[src/rtl/tl_drain.sv]
// tl_drain: round-robin drain of four class FIFOs into one ready/valid word stream,
// with saturating per-channel word counters, counter readback and a sticky class-mismatch flag.
module tl_drain #(
    parameter int unsigned DW = 10,
    parameter int unsigned CW = 5
) (
    input  logic          clk,
    input  logic          rst_n,
    input  logic          enable_i,
    input  logic          empty0_i,
    input  logic          empty1_i,
    input  logic          empty2_i,
    input  logic          empty3_i,
    input  logic [DW-1:0] data_in0_i,
    input  logic [DW-1:0] data_in1_i,
    input  logic [DW-1:0] data_in2_i,
    input  logic [DW-1:0] data_in3_i,
    output logic          pop0_o,
    output logic          pop1_o,
    output logic          pop2_o,
    output logic          pop3_o,
    output logic [DW-1:0] out_data_o,
    output logic [1:0]    out_chan_o,
    output logic          out_valid_o,
    input  logic          out_ready_i,
    input  logic          req_i,
    input  logic [1:0]    idx_i,
    input  logic          clr_i,
    output logic [CW-1:0] cnt_out_o,
    output logic          cnt_valid_o,
    output logic          err_class_o
);

    localparam int unsigned NCH = 4;

    typedef enum logic [1:0] {
        S_IDLE = 2'd0,
        S_WAIT = 2'd1,
        S_HOLD = 2'd2
    } state_e;

    state_e        state_q, state_d;
    logic [1:0]    last_q, last_d;
    logic [DW-1:0] out_data_q, out_data_d;
    logic [1:0]    out_chan_q, out_chan_d;
    logic          out_valid_q, out_valid_d;
    logic [CW-1:0] cnt_q [NCH];
    logic [CW-1:0] cnt_d [NCH];
    logic          err_q, err_d;
    logic [CW-1:0] cnt_out_q, cnt_out_d;
    logic          cnt_valid_q, cnt_valid_d;

    logic [NCH-1:0] empty;
    logic [DW-1:0]  data_in [NCH];
    logic [1:0]     grant_c;
    logic           any_c;
    logic [1:0]     cand;
    logic [NCH-1:0] pop_c;
    logic           cap_c;

    assign empty      = {empty3_i, empty2_i, empty1_i, empty0_i};
    assign data_in[0] = data_in0_i;
    assign data_in[1] = data_in1_i;
    assign data_in[2] = data_in2_i;
    assign data_in[3] = data_in3_i;

    // First non-empty channel searching upward from the one after last served
    always_comb begin
        grant_c = last_q;
        any_c   = 1'b0;
        cand    = last_q;
        for (int unsigned k = 1; k <= NCH; k++) begin
            cand = last_q + 2'(k);
            if (!any_c && !empty[cand]) begin
                grant_c = cand;
                any_c   = 1'b1;
            end
        end
    end

    // Pop in IDLE, capture in WAIT, hold until accepted
    always_comb begin
        state_d     = state_q;
        last_d      = last_q;
        out_data_d  = out_data_q;
        out_chan_d  = out_chan_q;
        out_valid_d = out_valid_q;
        pop_c       = '0;
        cap_c       = 1'b0;
        case (state_q)
            S_IDLE: begin
                if (enable_i && any_c) begin
                    pop_c[grant_c] = 1'b1;
                    last_d         = grant_c;
                    state_d        = S_WAIT;
                end
            end
            S_WAIT: begin
                out_data_d  = data_in[last_q];
                out_chan_d  = last_q;
                out_valid_d = 1'b1;
                cap_c       = 1'b1;
                state_d     = S_HOLD;
            end
            S_HOLD: begin
                if (out_valid_q && out_ready_i) begin
                    out_valid_d = 1'b0;
                    state_d     = S_IDLE;
                end
            end
            default: begin
                out_valid_d = 1'b0;
                state_d     = S_IDLE;
            end
        endcase
    end

    // Reset must silence the strobes immediately, not at the next edge
    assign pop0_o = pop_c[0] & rst_n;
    assign pop1_o = pop_c[1] & rst_n;
    assign pop2_o = pop_c[2] & rst_n;
    assign pop3_o = pop_c[3] & rst_n;

    always_ff @(posedge clk or negedge rst_n) begin
        if (!rst_n) begin
            state_q     <= S_IDLE;
            last_q      <= 2'd3;
            out_data_q  <= '0;
            out_chan_q  <= '0;
            out_valid_q <= 1'b0;
        end else begin
            state_q     <= state_d;
            last_q      <= last_d;
            out_data_q  <= out_data_d;
            out_chan_q  <= out_chan_d;
            out_valid_q <= out_valid_d;
        end
    end

    // Counters, class check and readback; clr wins over a same-cycle capture
    always_comb begin
        cnt_d       = cnt_q;
        err_d       = err_q;
        cnt_out_d   = cnt_out_q;
        cnt_valid_d = req_i;
        if (req_i) begin
            cnt_out_d = cnt_q[idx_i];
        end
        if (clr_i) begin
            for (int unsigned i = 0; i < NCH; i++) begin
                cnt_d[i] = '0;
            end
            err_d = 1'b0;
        end else if (cap_c) begin
            if (cnt_q[last_q] != {CW{1'b1}}) begin
                cnt_d[last_q] = cnt_q[last_q] + CW'(1);
            end
            if (data_in[last_q][DW-1:DW-2] != last_q) begin
                err_d = 1'b1;
            end
        end
    end

    always_ff @(posedge clk or negedge rst_n) begin
        if (!rst_n) begin
            for (int unsigned i = 0; i < NCH; i++) begin
                cnt_q[i] <= '0;
            end
            err_q       <= 1'b0;
            cnt_out_q   <= '0;
            cnt_valid_q <= 1'b0;
        end else begin
            cnt_q       <= cnt_d;
            err_q       <= err_d;
            cnt_out_q   <= cnt_out_d;
            cnt_valid_q <= cnt_valid_d;
        end
    end

    assign out_data_o  = out_data_q;
    assign out_chan_o  = out_chan_q;
    assign out_valid_o = out_valid_q;
    assign cnt_out_o   = cnt_out_q;
    assign cnt_valid_o = cnt_valid_q;
    assign err_class_o = err_q;

endmodule

[config.mk]
export PLATFORM = sky130hd
export DESIGN_NAME = tl_drain
export DESIGN_NICKNAME = d
export VERILOG_FILES = /design/src/rtl/tl_drain.sv
export SDC_FILE = /design/constraint.sdc
export NUM_CORES = 1
export LEC_CHECK = 0
export ABC_AREA = 1
export BUFFER_PORTS_ARGS = -buffer_cell sky130_fd_sc_hd__buf_2
export CAP_MARGIN = 40
export CORE_MARGIN = 5
export CORE_UTILIZATION = 50
export CTS_CLUSTER_SIZE = 25
export DETAILED_ROUTE_END_ITERATION = 10
export PLACE_DENSITY = 0.76
export SYNTH_ARGS = -nofsm -noshare
export SYNTH_HDL_FRONTEND = slang
export SYNTH_SLANG_ARGS = --single-unit
[constraint.sdc]
create_clock -name clk -period 2.81 [get_ports clk]
set_input_delay 0.281 -clock clk [delete_from_list [all_inputs] [get_ports clk]]
set_output_delay 0.281 -clock clk [all_outputs]
set_load 0.02 [all_outputs]
==> flow_summary.ini <==
[status]
status = finished clean

[cts]
htreeDepth = 2
clockRootBuffer = clkbuf_8
clk_pin_slew_ps = 80
cts_buffer_depth = 2
clock_sink_count = 44
clock_latency_ps = 290
numCtsBuffers = 5
cts_tree = yes

[timing]
relSlewSlack_pct = 63.35
finalHoldViolations = 0
setup_tns_ps = 0
fin_ws_ps = 271.9
final-setup-viol-count = 0
fin_crit_ps = 2538
rsz0062_at_grt = false
worstMarginPinSlew_ps = 549.8
timing.final.max_slew_violations = 0
max_clock_freq_mhz = 394.0
skew_ps = 7.903
fin_crit_sh_pct = 90.33

[logic_synthesis]
syn_area_um2 = 2715
avgSynthCellArea_um2 = 7.605
synth_area_leaders = dfrtp_1 39%, nand2_1 11%, o21ai_0 7.2%, nor2_1 5.3%, nand3_1 5.2%
yosysUniqueCellTypes = 29
yosysWarnings = 0
synth_commonest_cells = 79 x nand2_1, 42 x dfrtp_1, 39 x o21ai_0, 38 x nor2_1, 28 x nand3_1
synth_top_area_share_pct = 38.71
async_reset_ff_share_pct = 100.0
synthFlopType = dfrtp_1
ys_seq_area_share_pct = 40.65
postSynthCellCount = 357
yosys.cell_count.top_type = nand2_1
synth_nets = 415
ys_seq_elements = 44
synth_area_leader_cell = dfrtp_1
synth_edf_count = 0

[drt]
drt_iter0_markers = 177
routed_wl_um = 7350
first_pass_iters = 5
drt_drc_violations_left = 0
viasPerCell = 5.363
vias = 2676
antenna_left = 0
wl_per_cell_um = 14.73

[global_route]
grt_usage_pct = 21.53
grt_overflow = 0
first_global_vias = 2622
grt_max_degree = 45
grt_first_pass_wirelength_um = 12530
antenna_found_initial = 0

[finish]
final_cell_area_um2 = 3212
n_antenna_cell = 0
drive_above_1_share_pct = 29.14
post-route-util_pct = 61.71
layout.nets = 487
area_growth_pct = 18.29

[placed_design]
place_congestion = 0.9042
io_buffer_count = 75
pre_cts_ws_ps = 276.1
dp_hpwl_um = 5485
place_area_um2 = 3107

[pwr]
p_per_area_nw_per_um2 = 1011
p_leak_nw = 1.600
ir_drop_mv = 0.7517

[flow_run]
cap_violations = 0

[floorplanning]
die_x_um = 83.69
dieArea_um2 = 7004
io_pins = 76
dieHeight_um = 83.69
rows = 26
fp.coreArea_um2 = 5205
initial_utilization_pct = 52.16

[worst_setup_path]
max_stage_delay_ps = 550
required_ps = 2530
crit_fanout = 19
crit_path_end_kind = primary output
worst-setup-path-type = reg2out
worstPathCellList = inv_2 -> ha_4 -> inv_1 -> nand3_1 -> nand2_2 -> clkinv_1 -> nand3_2 -> nand2_4 -> nor2_4 -> nand2_1 -> nor2_1 -> buf_2
worstSetupStartpointType = flip-flop
cp.arrival_ps = 2260
slowest_stage = dfstp_2

[min_path]
hp-class = in2async
==> metrics by stage <==
step	cells	power, mW	hold WS [ps]
after floorplan	357	2.396	-14.59
after global placement	490	2.772	418.3
after detailed placement	490	2.822	426.2
after CTS	499	3.225	107.1
after global routing	499	3.545	133.8
final	499	3.246	76.53
==> flip-flops by register name, summed over array words and instances, names as in the netlist <==
| signal | count |
|---|---|
| cnt_out_o | 5 |
| cnt_q | 20 |
| cnt_valid_o | 1 |
| err_class_o | 1 |
| last_q | 2 |
| out_chan_o | 2 |
| out_data_o | 10 |
| out_valid_o | 1 |
| state_q | 2 |
==> report_power, final <==
group          leakage (nW)  total, mW  internal, mW  switching [mW]
combinational         0.993       1.97         0.647            1.33
sequential            0.566      0.900         0.804          0.0963
clock                0.0410      0.371         0.169           0.202
total                  1.60       3.25          1.62            1.63
==> metal layers <==
metal	vias to the layer above	share of wire, %	global-route usage (%)
li1	1327	-	-
met1	1235	42	26.64
met2	97	50	38.32
met3	17	5.3	2.764
met4	0	2.3	7.456
met5	-	0	0
==> placed cells by master, fill, tap and decap left out, drive strengths merged, types with 2 or more instances in the layout <==
cell type,count
o21ai,50
a31oi,8
dfrtp,42
dfstp,2
nand2,92
nor2,42
ha,6
o22ai,15
buf,83
nand3,34
a21oi,17
clkinv,3
clkbuf,6
inv,25
==> cells by family (layout without fill, tap and decap cells) <==
| family | Yosys count | count (layout) | share of synthesized area [%] |
|---|---|---|---|
| compound gates | 91 | 91 | 18.76 |
| xor+xnor | 1 | 1 | 0.3226 |
| fa+ha+maj | 6 | 6 | 2.765 |
| buf+inv | 45 | 117 | 8.018 |
| flops | 44 | 44 | 40.65 |
| simple gates | 170 | 170 | 29.49 |
==> worst paths after layout <==
check / endpoint / startpoint / cells after the start / slack (ps)
max in group asynchronous: out_data_o[4] / rst_n / 2 / 2350
setup / recovery: pop0_o / last_q[0] / 12 / 270
setup reg to reg: cnt_q[15] / last_q[0] / 12 / 390
min in group clk: err_class_o / clr_i / 2 / 160
hold / removal: err_class_o / rst_n / 2 / 80
hold reg to reg: out_data_o[7] / out_data_o[7] / 2 / 480
==> cell type report <==
cell class,count,area [um^2]
sequential,44,1104
inverter,27,101.3
tap,70,87.58
timing repair buffer,83,435.4
fill,484,1993
multi-input combinational,268,1406
clock inverter,1,5.005
clock buffer,6,72.57
==> worst max-delay path, delay by kind of cell (launching register included) <==
kind	cells	cell delay, ps
flops	1	550
simple gates	7	640
buf+inv	4	500
fa+ha+maj	1	290
==> repair_timing <==
item,CTS,global route
buffers inserted,2,0
hold buffers,0,0
resized for setup,0,1
setup endpoints to repair,4,4
(Power assumes the default switching activity.)
